[src/rtl/not_arb_pkg.sv]
// Shared definitions for the NOT-unit arbiter slice.
//   N_REQ_DEF   : default number of requesters sharing the inverter
//   DATA_W_DEF  : default operand/result width
//   arb_state_e : result-holding state (IDLE = nothing held, HOLD = dout valid)
package not_arb_pkg;

    localparam int N_REQ_DEF  = 4;
    localparam int DATA_W_DEF = 8;

    typedef enum logic {
        IDLE = 1'b0,
        HOLD = 1'b1
    } arb_state_e;

endpackage

[src/rtl/not_rr_arbiter_rr_pick.sv]
// Rotating-priority picker: finds the first asserted request searching upward
// from ptr, wrapping from N-1 back to 0. Purely combinational.
//   req    : request vector
//   ptr    : index with highest priority this cycle
//   onehot : one-hot winner (all-zero when req is all-zero)
//   idx    : binary index of the winner (0 when req is all-zero)
module rr_pick #(
    parameter int N = 4
) (
    input  logic [N-1:0]         req,
    input  logic [$clog2(N)-1:0] ptr,
    output logic [N-1:0]         onehot,
    output logic [$clog2(N)-1:0] idx
);

    localparam int IW = $clog2(N);

    logic [2*N-1:0] dbl;
    logic [N-1:0]   rot;
    logic [IW-1:0]  off;
    logic [IW:0]    sum;
    logic           found;

    always_comb begin
        // Rotate so that bit 0 of rot corresponds to requester ptr; the
        // offset of the first set bit is then added back modulo N.
        dbl   = {req, req} >> ptr;
        rot   = dbl[N-1:0];
        off   = '0;
        found = 1'b0;
        for (int k = 0; k < N; k++) begin
            if (!found && rot[k]) begin
                found = 1'b1;
                off   = IW'(k);
            end
        end
        sum = {1'b0, ptr} + {1'b0, off};
        if (sum >= (IW+1)'(N)) begin
            sum = sum - (IW+1)'(N);
        end
        idx    = sum[IW-1:0];
        onehot = '0;
        if (found) begin
            onehot[idx] = 1'b1;
        end
    end

endmodule

[src/rtl/not_rr_arbiter.sv]
// Round-robin arbiter in front of a shared bitwise-NOT unit with a one-entry
// registered result stage.
//   clk, rst    : clock, asynchronous active-high reset
//   req         : per-requester level request, held until granted
//   din         : operands, requester i at [i*DATA_W +: DATA_W]
//   gnt         : one-hot combinational accept strobe
//   dout        : ~operand of the last granted requester
//   dout_valid  : dout holds a result
//   dout_id     : requester that owns dout
//   dout_ready  : consumer takes dout this cycle
//   dbg_state   : current FSM state, for observation only
//
// Handshake: a requester's operand is taken in the cycle gnt[i]=1 (req is the
// valid, gnt the ready). The result is transferred in any cycle where
// dout_valid=1 and dout_ready=1; while dout_valid=1 and dout_ready=0, dout and
// dout_id stay stable and no new request is granted.
module not_rr_arbiter
    import not_arb_pkg::*;
#(
    parameter int N_REQ  = N_REQ_DEF,
    parameter int DATA_W = DATA_W_DEF
) (
    input  logic                       clk,
    input  logic                       rst,
    input  logic [N_REQ-1:0]           req,
    input  logic [N_REQ*DATA_W-1:0]    din,
    output logic [N_REQ-1:0]           gnt,
    output logic [DATA_W-1:0]          dout,
    output logic                       dout_valid,
    output logic [$clog2(N_REQ)-1:0]   dout_id,
    input  logic                       dout_ready,
    output arb_state_e                 dbg_state
);

    localparam int IDW = $clog2(N_REQ);

    arb_state_e       state;
    arb_state_e       state_nxt;
    logic [IDW-1:0]   rr_ptr;
    logic [IDW-1:0]   pick_idx;
    logic [N_REQ-1:0] pick_oh;
    logic             accept;

    rr_pick #(.N(N_REQ)) u_pick (
        .req    (req),
        .ptr    (rr_ptr),
        .onehot (pick_oh),
        .idx    (pick_idx)
    );

    // The result slot is free when empty or being drained this cycle. rst is
    // included so gnt reads zero for the whole reset pulse.
    assign accept = !rst && (|req) && ((state == IDLE) || dout_ready);

    // State register
    always_ff @(posedge clk or posedge rst) begin
        if (rst) begin
            state <= IDLE;
        end else begin
            state <= state_nxt;
        end
    end

    // Next-state logic
    always_comb begin
        state_nxt = state;
        case (state)
            IDLE: if (accept) state_nxt = HOLD;
            HOLD: begin
                if (accept) begin
                    state_nxt = HOLD;
                end else if (dout_ready) begin
                    state_nxt = IDLE;
                end
            end
            default: state_nxt = IDLE;
        endcase
    end

    // Output logic
    always_comb begin
        gnt        = accept ? pick_oh : '0;
        dout_valid = (state == HOLD);
        dbg_state  = state;
    end

    // Result and pointer registers; only an accept moves them.
    always_ff @(posedge clk or posedge rst) begin
        if (rst) begin
            dout    <= '0;
            dout_id <= '0;
            rr_ptr  <= '0;
        end else if (accept) begin
            dout    <= ~din[pick_idx*DATA_W +: DATA_W];
            dout_id <= pick_idx;
            rr_ptr  <= (pick_idx == IDW'(N_REQ-1)) ? '0 : pick_idx + 1'b1;
        end
    end

endmodule

[config.mk]
export PLATFORM = sky130hd
export DESIGN_NAME = not_rr_arbiter
export DESIGN_NICKNAME = d
export VERILOG_FILES = /design/src/rtl/not_arb_pkg.sv /design/src/rtl/not_rr_arbiter_rr_pick.sv /design/src/rtl/not_rr_arbiter.sv
export SDC_FILE = /design/constraint.sdc
export NUM_CORES = 1
export LEC_CHECK = 0
export ABC_CLOCK_PERIOD_IN_PS = 9000
export CAP_MARGIN = 20
export CELL_PAD_IN_SITES_DETAIL_PLACEMENT = 1
export CELL_PAD_IN_SITES_GLOBAL_PLACEMENT = 1
export CORE_ASPECT_RATIO = 0.5
export CORE_MARGIN = 2
export CORE_UTILIZATION = 31
export CTS_BUF_LIST = sky130_fd_sc_hd__clkbuf_4 sky130_fd_sc_hd__clkbuf_8
export CTS_CLUSTER_DIAMETER = 40
export DETAILED_ROUTE_END_ITERATION = 8
export HOLD_SLACK_MARGIN = 0.03
export PLACE_DENSITY = 0.86
export SLEW_MARGIN = 40
export SYNTH_ARGS = -nofsm -noshare
export SYNTH_HDL_FRONTEND = slang
export SYNTH_SLANG_ARGS = --single-unit
[constraint.sdc]
create_clock -name clk -period 9 [get_ports clk]
set_input_delay 2.7 -clock clk [delete_from_list [all_inputs] [get_ports clk]]
set_output_delay 2.7 -clock clk [all_outputs]
set_load 0.01 [all_outputs]
## Yosys cells after proc, flatten, opt, wreduce, memory -nomap -nowiden

Index checks and enable logic that the tools add are counted.

- Register bits after elaboration: 13
- Input bits: 39
- Output and inout bits: 16
- Word-level logic and storage cells: 44

- Add/subtract/negate cells: 3
- Magnitude comparators: 3
- Eq/ne operators: 1
- Shift operators: 2
- Mux-type cells: 17
- Bitwise logic cells: 2
- Reductions and logical operators: 12

Operators by type and width:

| cell | count |
|---|---|
| indexed part select 32 x 6 -> 8 bit | 1 |
| 2-to-1 mux 1 bit | 9 |
| 2-to-1 mux 2 bit | 4 |
| 2-to-1 mux 4 bit | 2 |
| inverter 8 bit | 1 |
| right shift 8 x 2 -> 4 bit | 1 |
| logical AND 1 bit | 6 |
| logical NOT 1 bit | 4 |
| OR reduction 4 bit | 1 |
| adder 2 x 2 -> 3 bit | 1 |
| >= comparator 3 bit, second input constant | 1 |
| < comparator 2 x 3 -> 1 bit, second input constant | 1 |
| adder 2 x 1 -> 2 bit, second input constant | 1 |
| demux 1 bit (select 2 bit) | 1 |
| == test 2 bit, second input constant | 1 |
| >= comparator 2 x 1 -> 1 bit, second input constant | 1 |
| one-hot mux 1 bit (2 select lines) | 1 |
| subtractor 2 x 1 -> 2 bit, second input constant | 1 |
| logical OR 1 bit | 1 |
| inverter 1 bit | 1 |

## Depth between registers and ports, before layout

Gate-level depths: netlist of the first run.

- Depth in word-level cells: 20
- Depth in mapped cells: 12
- Gate-level depth less buffers: 10

## Cells and area by module

A second synthesis of the first run with hierarchy kept.

- Cells, all modules: 95
- Area, all modules: 1092.3 um^2

By module, submodules not included:

| module | times used | cells an instance | area each (um^2) | seq. area each (um^2) |
|---|---|---|---|---|
| not_rr_arbiter | 1 | 56 | 820.8 | 325.3 |
| rr_pick | 1 | 39 | 271.5 | 0.0 |

## Worst setup path before layout of the first run

OpenSTA, ideal clock, no wires.

- Kind: in2out
- Start: input req[0]
- End: output gnt[3]
- Arrival: 4.424 ns
- Required time: 6.300 ns
- Slack: 1.876 ns
- Cell stages on the path: 12
- Path buffers: 2
- Path through: clkbuf_1 > nand2_1 > o22ai_1 > nand2_1 > o211ai_1 > ha_1 > xor2_1 > nand3_1 > buf_2 > nand2_1 > ha_1 > and3_1

- Longest elaborated chain between the ends: 20
- Elaborated cells on any way between the ends: 28
- Classes of those cells: add/sub (2); order compare (3); shift (1); mux (12); reduce/logical (10)

RTL lines:

| item | line | text |
|---|---|---|
| start, declared | not_rr_arbiter.sv:25 | `input logic [N_REQ-1:0] req,` |
| right shift 8 x 2 -> 4 bit | not_rr_arbiter_rr_pick.sv:27 | `dbl = {req, req} >> ptr;` |
| 2-to-1 mux 1 bit | not_rr_arbiter_rr_pick.sv:32 | `if (!found && rot[k]) begin` |
| logical NOT 1 bit | not_rr_arbiter_rr_pick.sv:32 |  |
| logical AND 1 bit | not_rr_arbiter_rr_pick.sv:32 |  |
| 2-to-1 mux 1 bit | not_rr_arbiter_rr_pick.sv:32 |  |
| logical NOT 1 bit | not_rr_arbiter_rr_pick.sv:32 |  |
| logical AND 1 bit | not_rr_arbiter_rr_pick.sv:32 |  |
| 2-to-1 mux 1 bit | not_rr_arbiter_rr_pick.sv:32 |  |
| [... 4 more ...] | -- |  |
| >= comparator 3 bit or subtractor 2 x 1 -> 2 bit (tied branches) | not_rr_arbiter_rr_pick.sv:38, not_rr_arbiter_rr_pick.sv:39 |  |
| 2-to-1 mux 2 bit | not_rr_arbiter_rr_pick.sv:38 | `if (sum >= (IW+1)'(N)) begin` |
| < comparator 2 x 3 -> 1 bit (not written as such) or >= comparator 2 x 1 -> 1 bit (tied branches) | not_rr_arbiter_rr_pick.sv:44 | `onehot[idx] = 1'b1;` |
| logical AND 1 bit (not written as such) | not_rr_arbiter_rr_pick.sv:44 |  |
| 2-to-1 mux 1 bit (not written as such) | not_rr_arbiter_rr_pick.sv:44 |  |
| demux 1 bit (select 2 bit) | -- |  |
| 2-to-1 mux 4 bit | not_rr_arbiter_rr_pick.sv:43 | `if (found) begin` |
| 2-to-1 mux 4 bit (*) | not_rr_arbiter.sv:82 | `gnt = accept ? pick_oh : '0;` |
| end, declared | not_rr_arbiter.sv:27 | `output logic [N_REQ-1:0] gnt,` |

Every way passes the cells marked *; elsewhere a longest branch is shown, timed or not.

## Final worst setup path of the first run

- Start: input req[1]
- End: output gnt[3]

The elaborated chain is that of the path after synthesis.

==> run_results.csv, run 1 <==
group,metric,value,unit
clock_tree,cts.clk_slew.worst_paths,0.05,ns
sta,rsz0062_at_grt,"false",
sta,fin_crit_sh,0.952,
place,place_hpwl,2750,um
floorplanning,die_y,45.5,um
floorplanning,core_area,3140,um^2
power_and_ir_drop,power_switching,225,uW
setup_path,r2r_cells,9,
setup_path,worst_ep_required_time,6.30,ns
sta,clock_skew,0.00297,ns
clock_tree,clk_latency,0.24,ns
clock_tree,root_buffer,"clkbuf_8",
sta,whs,0.492,ns
clock_tree,cts_buffers,3,
power_and_ir_drop,clkPwrFrac,0.107,
yosys,ys_seq_elements,13,
setup_path,worst_ep_arrival_time,5.87,ns
power_and_ir_drop,leakage,0.000672,uW
yosys,ys_warn_count,0,
yosys,ys_seq_area_frac,0.305,
global_route,grt_max_degree,21,
clock_tree,h-tree-depth,1,
floorplanning,rows,14,
detailed_routing,drc,0,
clock_tree,cts_tree,"yes",
setup_path,rr_startpoint,"rr_ptr[0]",
sta,finalSetupTns,0,ns
detailed_routing,drt_iter0_markers,44,
layout,final_cell_mix,"clkdlybuf4s50_1 (54), mux2i_1 (16), dfrtp_1 (13), nor2_1 (12), a31oi_1 (10)",
sta,min_period,8.57,ns
floorplanning,dieArea,3950,um^2
layout,final_common_cell,"clkdlybuf4s50_1",
power_and_ir_drop,cellPowerDensity,314,nW/um^2
detailed_routing,ant_nets,0,
detailed_routing,dr.pass1.iters,4,
yosys,ys_async_sr_fraction,1.00,
setup_path,ff2ff_setup_slack,6.18,ns
yosys,syn_nets,165,
run,maxCapViolations,0,
clock_tree,cts_sinks,13,
global_route,grt_util_met2,0.365,
clock_tree,cts.repair.resized,0,
yosys,synth_area_leaders,"dfrtp_1 (31%), mux2i_1 (15%), a31oi_1 (5.9%), nand3_1 (4.2%), o21ai_0 (4.2%)",
place,gp_routability_congestion,0.787,
sta,tightestPinTransition,0.731,ns
power_and_ir_drop,seq_power_share,0.217,
setup_path,start_kind,"input pin",
power_and_ir_drop,swShare,0.435,
global_route,antenna_found_initial,0,
yosys,yosysTopAreaCell,"dfrtp_1",
clock_tree,postCtsHoldBufs,0,
floorplanning,start_util,0.340,
global_route,top_usage_layer,"met2",
place,dpl.cell_count,208,
power_and_ir_drop,p_int,292,uW
clock_tree,post-cts-setup-buffers,0,
floorplanning,die_w,86.9,um
layout,final_cells,212,
layout,diodes,0,
min_path,hold_start,"dout_id[0]",
detailed_routing,viasPerCell,5.27,
floorplanning,io_pins,55,
min_path,hold_path.class,"register to register",
sta,fmax,117,MHz
setup_path,worstSetupStartpoint,"req[1]",
layout,syn2layout_area_growth,54.6,%
setup_path,cp_max_fo,11,
place,place_area,1600,um^2
clock_tree,clockBufferDepth,2,
power_and_ir_drop,comb_power_share,0.676,
status,outcome,"complete, no violations",
sta,relSlewSlack,0.513,
detailed_routing,wl_per_cell,16.4,um
sta,setup_viol,0,
detailed_routing,num_vias,1117,
yosys,syn_area,1070,um^2
global_route,use_met3,0.0344,
setup_path,crit_type,"input pin to output pin",
sta,hold_violations,0,
layout,nNetsFinal,214,
setup_path,rr_endpoint,"rr_ptr[1]",
global_route,use_met1,0.229,
yosys,synth-main-ff-cell,"dfrtp_1",
global_route,grt_pass1_vias,1174,
yosys,netlist.area_leader.share,0.305,
detailed_routing,drt_wl_total,3490,um
sta,slew_violations,0,
global_route,grt_overflow,0,
global_route,track_usage,0.188,
yosys,avgSynthCellArea,8.60,um^2
place,port_buffers,54,
setup_path,cp-end-kind,"output pin",
yosys,syn_inst,124,
global_route,grt_first_pass_wirelength,5660,um
yosys,synth_edf_count,0,
layout,design_area,1650,um^2
yosys,ys_types,37,
layout,drive_above_1_share,0.0698,
setup_path,critPathCapture,"gnt[3]",
power_and_ir_drop,irDropWorstVdd,0.121,mV
registers in the layout, indices dropped and copies added, names as in the netlist:
name       flops
dout           8
dbg_state      1
dout_id        2
rr_ptr         2
power groups by stage:
stage	clock, uW	combinational [uW]	sequential, uW
global route	59.9	385	116
finish	55.5	349	112
detailed placement	0	348	113
floorplan	0	228	111
global placement	0	338	111
CTS	56.7	353	112
how the worst min path moves through the flow:
stage                 end  slack [ns]  depth (start not counted)
2_1_floorplan  dout_id[0]        0.51                          2
3_3_place_gp   dout_id[0]        0.47                          2
3_5_place_dp   dout_id[0]        0.49                          2
4_1_cts        dout_id[0]        0.51                          2
5_1_grt        dout_id[0]        0.57                          2
6_report       dout_id[0]        0.49                          2
through the flow:
step / util / total power, uW / setup WS (ns)
after floorplan: - / 339 / 1.88
after global placement: 0.510 / 448 / 0.667
after detailed placement: 0.510 / 460 / 0.536
after CTS: 0.526 / 521 / 0.474
after global routing: 0.526 / 560 / 0.223
final: 0.526 / 517 / 0.434
routing by layer:
layer | vias to the layer above | routed length (um)
met5 | - | 0
met3 | 0 | 127
li1 | 558 | -
met2 | 27 | 1860
met1 | 532 | 1500
met4 | 0 | 0
cell usage after synthesis (3+ instances only):
library cell and instances:
nor2_1 12, mux2i_1 16, buf_2 4, nand3_1 9
clkbuf_1 4, o21ai_0 9, nor3b_1 3, nand2_1 8
nand2b_1 3, dfrtp_1 13, a31oi_1 10, nor3_1 3
critical path, stage by stage:
cell	delay (ns)
clkdlybuf4s50_1	0.59
inv_1	0.09
nor3_1	0.20
a31oi_1	0.07
o211ai_1	0.19
ha_1	0.22
xor2_1	0.26
nand3_1	0.41
nand2_1	0.27
ha_1	0.19
and3_1	0.15
clkdlybuf4s50_1	0.53
final cells by class:
cell class | instances | area (um^2)
clock buffer | 4 | 48.8
sequential | 13 | 325
tap | 40 | 50.0
timing repair buffer | 55 | 548
fill | 376 | 1490
inverter | 2 | 7.51
multi-input combinational | 98 | 668
logic make-up after synthesis:
logic type | synth area share
mux | 0.178
xor+xnor | 0.0164
simple gates | 0.217
compound gates | 0.191
buf+inv | 0.0681
fa+ha+maj | 0.0235
flops | 0.305
Note: power is estimated with default switching activity, not from simulation.
==> run 2: changes to the inputs <==
--- a/config.mk
+++ b/config.mk
@@ -5,18 +5,20 @@
 export SDC_FILE = /design/constraint.sdc
 export NUM_CORES = 1
 export LEC_CHECK = 0
+export ABC_AREA = 1
 export ABC_CLOCK_PERIOD_IN_PS = 9000
 export CAP_MARGIN = 20
 export CELL_PAD_IN_SITES_DETAIL_PLACEMENT = 1
 export CELL_PAD_IN_SITES_GLOBAL_PLACEMENT = 1
 export CORE_ASPECT_RATIO = 0.5
 export CORE_MARGIN = 2
-export CORE_UTILIZATION = 31
+export CORE_UTILIZATION = 29
 export CTS_BUF_LIST = sky130_fd_sc_hd__clkbuf_4 sky130_fd_sc_hd__clkbuf_8
 export CTS_CLUSTER_DIAMETER = 40
 export DETAILED_ROUTE_END_ITERATION = 8
 export HOLD_SLACK_MARGIN = 0.03
-export PLACE_DENSITY = 0.86
+export PLACE_DENSITY = 0.93
+export SKIP_LAST_GASP = 1
 export SLEW_MARGIN = 40
 export SYNTH_ARGS = -nofsm -noshare
 export SYNTH_HDL_FRONTEND = slang
==> run 2 against run 1 <==
Clock skew decreased by 0.00059 ns. Worst setup slack gained 0.41 ns. Die area grew 9.5%. Maximum frequency up 5.0%. Count of clock-buffer cells in the layout unchanged. Power is 39% higher. Wire length up 5.6%. Hold slack worse by 0.00090 ns. Cell area up 4.5%. Cell count is 28% higher. Sequential cell count unchanged.
==> run_results.csv, run 2 <==
group,metric,value,unit
clock_tree,clockBufferDepth,2,
clock_tree,cts_sinks,13,
sta,setup_viol,0,
sta,tightestPinTransition,0.590,ns
clock_tree,postCtsHoldBufs,0,
yosys,ys_top_cells_by_count,"nand2_1 (48), nor2_1 (39), nand3_1 (18)",
yosys,ys_seq_area_frac,0.296,
global_route,grt_max_degree,18,
setup_path,start_kind,"input pin",
place,place_hpwl,2930,um
layout,final_cells,272,
sta,rsz0062_at_grt,"false",
layout,final_common_cell,"clkdlybuf4s50_1",
yosys,netlist.area_leader.share,0.296,
layout,syn2layout_area_growth,56.7,%
power_and_ir_drop,cellPowerDensity,416,nW/um^2
place,gp_routability_congestion,0.826,
clock_tree,h-tree-depth,1,
detailed_routing,drt_iter0_markers,17,
setup_path,worst_ep_arrival_time,5.46,ns
yosys,synth_edf_count,0,
power_and_ir_drop,p_int,332,uW
yosys,synth_simple_gate_area_share,0.551,
global_route,grt_overflow,0,
clock_tree,cts_tree,"yes",
global_route,grt_first_pass_wirelength,5930,um
sta,fin_crit_sh,0.906,
sta,slew_violations,0,
yosys,syn_nets,209,
setup_path,cp_max_fo,12,
place,dp_slack,0.860,ns
yosys,synth_most_common_cell,"nand2_1",
yosys,synth_area_leaders,"dfrtp_1 (30%), nand2_1 (16%), nor2_1 (13%), nand3_1 (8.2%), nand3_2 (6.4%)",
yosys,synth_compound_area_frac,0.0387,
clock_tree,cts.clk_slew.worst_paths,0.06,ns
setup_path,worst_ep_required_time,6.30,ns
floorplanning,die_w,91.0,um
layout,top_regs,"dout: 8 flops, dout_id: 2 flops, rr_ptr: 2 flops",
sta,relSlewSlack,0.605,
power_and_ir_drop,clkPwrFrac,0.080,
layout,regMostFlops,"dout",
floorplanning,dieArea,4330,um^2
yosys,synthAdderAreaFrac,0.0228,
layout,diodes,0,
clock_tree,cts_buffers,3,
power_and_ir_drop,swShare,0.536,
clock_tree,root_buffer,"clkbuf_8",
power_and_ir_drop,seq_power_share,0.153,
power_and_ir_drop,power_switching,384,uW
detailed_routing,ant_nets,0,
setup_path,ff2ff_setup_slack,6.39,ns
detailed_routing,dr.pass1.iters,4,
floorplanning,rows,15,
setup_path,cp-end-kind,"output pin",
floorplanning,core_area,3530,um^2
sta,clock_skew,0.00238,ns
yosys,ys_async_sr_fraction,1.00,
yosys,syn_inst,168,
global_route,grt_pass1_vias,1306,
global_route,antenna_found_initial,0,
yosys,synthMuxAreaShare,0,
yosys,ys_seq_elements,13,
clock_tree,clk_latency,0.25,ns
sta,hold_violations,0,
yosys,ys_types,21,
yosys,syn_area,1100,um^2
run,maxCapViolations,0,
yosys,synth_top_family_by_area,"simple AND/OR/NAND/NOR gates",
clock_tree,cts.repair.resized,0,
sta,fmax,123,MHz
floorplanning,die_y,47.5,um
status,outcome,"complete, no violations",
yosys,ys_warn_count,0,
place,port_buffers,54,
yosys,yosys.area_share.xor_xnor,0.0148,
clock_tree,post-cts-setup-buffers,0,
detailed_routing,drc,0,
detailed_routing,num_vias,1245,
yosys,avgSynthCellArea,6.54,um^2
global_route,track_usage,0.180,
detailed_routing,wl_per_cell,13.5,um
layout,nNetsFinal,263,
sta,min_period,8.16,ns
setup_path,crit_type,"input pin to output pin",
detailed_routing,viasPerCell,4.58,
layout,drive_above_1_share,0.149,
floorplanning,io_pins,55,
power_and_ir_drop,leakage,0.000801,uW
min_path,hold_path.class,"register to register",
power_and_ir_drop,irDropWorstVdd,0.150,mV
layout,nFillCells,458,
yosys,synth-main-ff-cell,"dfrtp_1",
yosys,yosysTopAreaCell,"dfrtp_1",
place,dpl.cell_count,268,
layout,largest_reg_flops,8,
floorplanning,start_util,0.311,
sta,finalSetupTns,0,ns
power_and_ir_drop,comb_power_share,0.767,
sta,setup_slack,0.845,ns
detailed_routing,drt_wl_total,3680,um
layout,final_cell_mix,"clkdlybuf4s50_1 (54), nand2_1 (48), nor2_1 (39), nand3_1 (18), dfrtp_1 (13)",
[run 2: critical path, stage by stage]
cell	delay, ns
clkdlybuf4s50_1	0.47
nand2_2	0.10
nand3_1	0.08
nand2_1	0.10
nand3_1	0.07
a21boi_0	0.18
ha_1	0.22
xor2_2	0.24
inv_2	0.07
nand3_4	0.15
nand2_4	0.15
ha_1	0.23
inv_1	0.08
nor2_1	0.06
clkdlybuf4s50_1	0.54
[run 2: power by group through the flow]
stage                     registers (uW)  logic (uW)  clock network [uW]
after global routing                 113         620                60.7
final                                110         550                56.9
after detailed placement             111         544                   0
after CTS                            110         557                57.8
after global placement               109         522                   0
after floorplan                      117         380                   0
[run 2: stage by stage]
stage	util	total power, uW	area (um^2)	hold WS [ns]
after detailed placement	0.474	655	1670	0.480
after CTS	0.488	725	1720	0.496
after global placement	0.473	631	1670	0.464
after floorplan	-	497	1100	0.516
final	0.488	716	1720	0.491
after global routing	0.488	794	1720	0.511
[run 2: layer usage]
| layer | global-route usage | wire, um |
|---|---|---|
| met4 | 0.0576 | 46 |
| met2 | 0.370 | 1930 |
| met3 | 0.0315 | 106 |
| met5 | 0 | 0 |
| met1 | 0.202 | 1590 |
[run 2: final cells by class]
cell class	instances	area (um^2)	share of cell area
multi-input cells	137	689	0.400
repair buffers	56	553	0.321
flip-flops and latches	13	325	0.189
clock buffers	4	48.8	0.0283
inverters	11	41.3	0.0240
well taps	51	63.8	0.0371
[run 2: kinds of logic (layout without fill, tap and decap cells)]
logic type / count (synthesis) / after routing
AOI/OAI and AO/OA: 7 / 7
DFF: 13 / 13
xor gates and xnor gates: 1 / 1
buffers and inverters: 18 / 71
adders and majority gates: 2 / 2
and+or+nand+nor: 127 / 127
[run 2: final timing paths]
check	startpoint	endpoint	cells after the start
worst max-delay path	req[2]	gnt[3]	15
worst min-delay path	dout[7]	dout[7]	2
worst max register to register	rr_ptr[0]	dout[1]	14
worst min register to register	dout[7]	dout[7]	2
max in group asynchronous	rst	dout[0]	2
min in group asynchronous	rst	dout[5]	2
==> run 3: changes to the inputs <==
--- a/config.mk
+++ b/config.mk
@@ -10,7 +10,6 @@
 export CAP_MARGIN = 20
 export CELL_PAD_IN_SITES_DETAIL_PLACEMENT = 1
 export CELL_PAD_IN_SITES_GLOBAL_PLACEMENT = 1
-export CORE_ASPECT_RATIO = 0.5
 export CORE_MARGIN = 2
 export CORE_UTILIZATION = 29
 export CTS_BUF_LIST = sky130_fd_sc_hd__clkbuf_4 sky130_fd_sc_hd__clkbuf_8
@@ -23,3 +22,4 @@
 export SYNTH_ARGS = -nofsm -noshare
 export SYNTH_HDL_FRONTEND = slang
 export SYNTH_SLANG_ARGS = --single-unit
+export TNS_END_PERCENT = 100
==> run 3 against run 2 <==
Wire length decreased by 9.8%. Non-clock buffer count decreased by 1. First-iteration DRC count increased by 110%. Maximum frequency increased by 0.75%. Highest routed layer is now met3.
==> run_results.csv, run 3 (synthesis gave the netlist of run 2 again) <==
group,metric,value,unit
sta,slew_violations,0,
power_and_ir_drop,comb_power_share,0.765,
place,gp_routability_congestion,0.732,
clock_tree,cts.clk_slew.worst_paths,0.06,ns
clock_tree,root_buffer,"clkbuf_8",
power_and_ir_drop,leakage,0.000797,uW
layout,largest_reg_flops,8,
setup_path,cp_slowest_cell,"clkdlybuf4s50_1",
power_and_ir_drop,clkPwrFrac,0.078,
global_route,grt_overflow,0,
place,port_buffers,54,
setup_path,crit_buf_inv,3,
global_route,antenna_found_initial,0,
setup_path,cp-end-kind,"output pin",
status,outcome,"complete, no violations",
setup_path,crit_chain,"clkdlybuf4s50_1 -> nand2_1 -> nand3_1 -> nand2_1 -> nand3_1 -> a21boi_0 -> ha_1 -> xor2_2 -> nand2_4 -> nand2_4 -> ha_1 -> inv_1 -> nor2_1 -> clkdlybuf4s50_1",
sta,rsz0062_at_grt,"false",
sta,fmax,124,MHz
floorplanning,die_y,65.5,um
global_route,grt_first_pass_wirelength,5510,um
floorplanning,dieArea,4300,um^2
global_route,grt_pass1_vias,1271,
run,maxCapViolations,0,
layout,diodes,0,
detailed_routing,dr.pass1.iters,4,
layout,final_cell_mix,"clkdlybuf4s50_1 (54), nand2_1 (48), nor2_1 (39), nand3_1 (18), dfrtp_1 (13)",
global_route,grt_max_degree,21,
layout,top_regs,"dout: 8 flops, dout_id: 2 flops, rr_ptr: 2 flops",
detailed_routing,drc,0,
floorplanning,start_util,0.300,
detailed_routing,num_vias,1234,
sta,hold_violations,0,
clock_tree,cts.repair.resized,0,
sta,finalSetupTns,0,ns
floorplanning,rows,22,
clock_tree,post-cts-setup-buffers,0,
layout,syn2layout_area_growth,55.9,%
power_and_ir_drop,irDropWorstVdd,0.147,mV
clock_tree,cts_tree,"yes",
place,place_hpwl,2670,um
setup_path,crit_type,"input pin to output pin",
layout,nFillCells,476,
detailed_routing,wl_per_cell,12.4,um
clock_tree,postCtsHoldBufs,0,
clock_tree,cts_buffers,3,
layout,nNetsFinal,262,
setup_path,cp_max_fo,12,
sta,setup_slack,0.905,ns
power_and_ir_drop,seq_power_share,0.158,
place,dp_slack,0.890,ns
power_and_ir_drop,power_switching,375,uW
sta,setup_viol,0,
detailed_routing,drt_wl_total,3320,um
global_route,track_usage,0.164,
sta,clock_skew,0.00241,ns
floorplanning,io_pins,55,
clock_tree,clockBufferDepth,2,
detailed_routing,viasPerCell,4.60,
power_and_ir_drop,swShare,0.535,
clock_tree,h-tree-depth,1,
setup_path,worst_ep_required_time,6.30,ns
sta,min_period,8.09,ns
clock_tree,cts_sinks,13,
setup_path,slowest_delay,0.56,ns
setup_path,cp_top_family,"buffers and inverters",
detailed_routing,drt_iter0_markers,35,
layout,final_common_cell,"clkdlybuf4s50_1",
floorplanning,die_w,65.5,um
setup_path,start_kind,"input pin",
sta,relSlewSlack,0.589,
layout,drive_above_1_share,0.145,
layout,regMostFlops,"dout",
min_path,hold_path.class,"register to register",
power_and_ir_drop,cellPowerDensity,410,nW/um^2
sta,fin_crit_sh,0.899,
floorplanning,core_area,3660,um^2
clock_tree,clk_latency,0.24,ns
sta,whs,0.490,ns
power_and_ir_drop,p_int,326,uW
detailed_routing,ant_nets,0,
setup_path,worst_ep_arrival_time,5.39,ns
sta,tightestPinTransition,0.616,ns
## run 3: cell count changes in the layout (fill, tap and decap cells not counted)
cell   previous run  this run
buf_2             1         0
## run 3: power groups by stage
| stage | combinational, uW | sequential, uW | clock, uW |
|---|---|---|---|
| final | 536 | 111 | 54.5 |
| after global routing | 604 | 114 | 59.1 |
| after CTS | 545 | 111 | 55.6 |
| after detailed placement | 543 | 110 | 0 |
| after global placement | 517 | 110 | 0 |
| after floorplan | 380 | 117 | 0 |
## run 3: final timing paths
kind	start	to	slack [ns]	cells past startpoint
worst max-delay path	req[0]	gnt[3]	0.91	14
worst min-delay path	dout[3]	dout[3]	0.49	2
worst min register to register	dout[3]	dout[3]	0.49	2
max in group asynchronous	rst	dout[2]	5.85	2
worst max register to register	rr_ptr[0]	dout[0]	6.32	13
min in group asynchronous	rst	dout[4]	2.80	2
## run 3: per-stage QoR
step | utilization | total power [uW] | cell area (um^2) | cells
5_1_grt | 0.468 | 777 | 1710 | 268
4_1_cts | 0.468 | 712 | 1710 | 268
3_3_place_gp | 0.455 | 628 | 1660 | 264
3_5_place_dp | 0.455 | 653 | 1660 | 264
6_report | 0.468 | 701 | 1710 | 268
2_1_floorplan | - | 497 | 1100 | 168
## run 3: layout make-up
cell class	instances	area [um^2]	share of cell area
inverters	11	41.3	0.0241
repair buffers	55	548	0.320
flip-flops and latches	13	325	0.190
well taps	48	60.1	0.0351
clock buffers	4	48.8	0.0285
multi-input cells	137	689	0.402
## run 3: layer usage
layer,track usage,vias to the layer above,part of all wire
met2,0.305,30,0.52
met4,0.0234,0,0
met3,0.0394,0,0.050
met1,0.195,579,0.43
met5,0,-,0
li1,-,625,-
## run 3: tightest hold or removal path: cells and delay by family, from the launching register on
kind / cells / cell delay [ns]
flops: 1 / 0.35
simple gates: 2 / 0.11
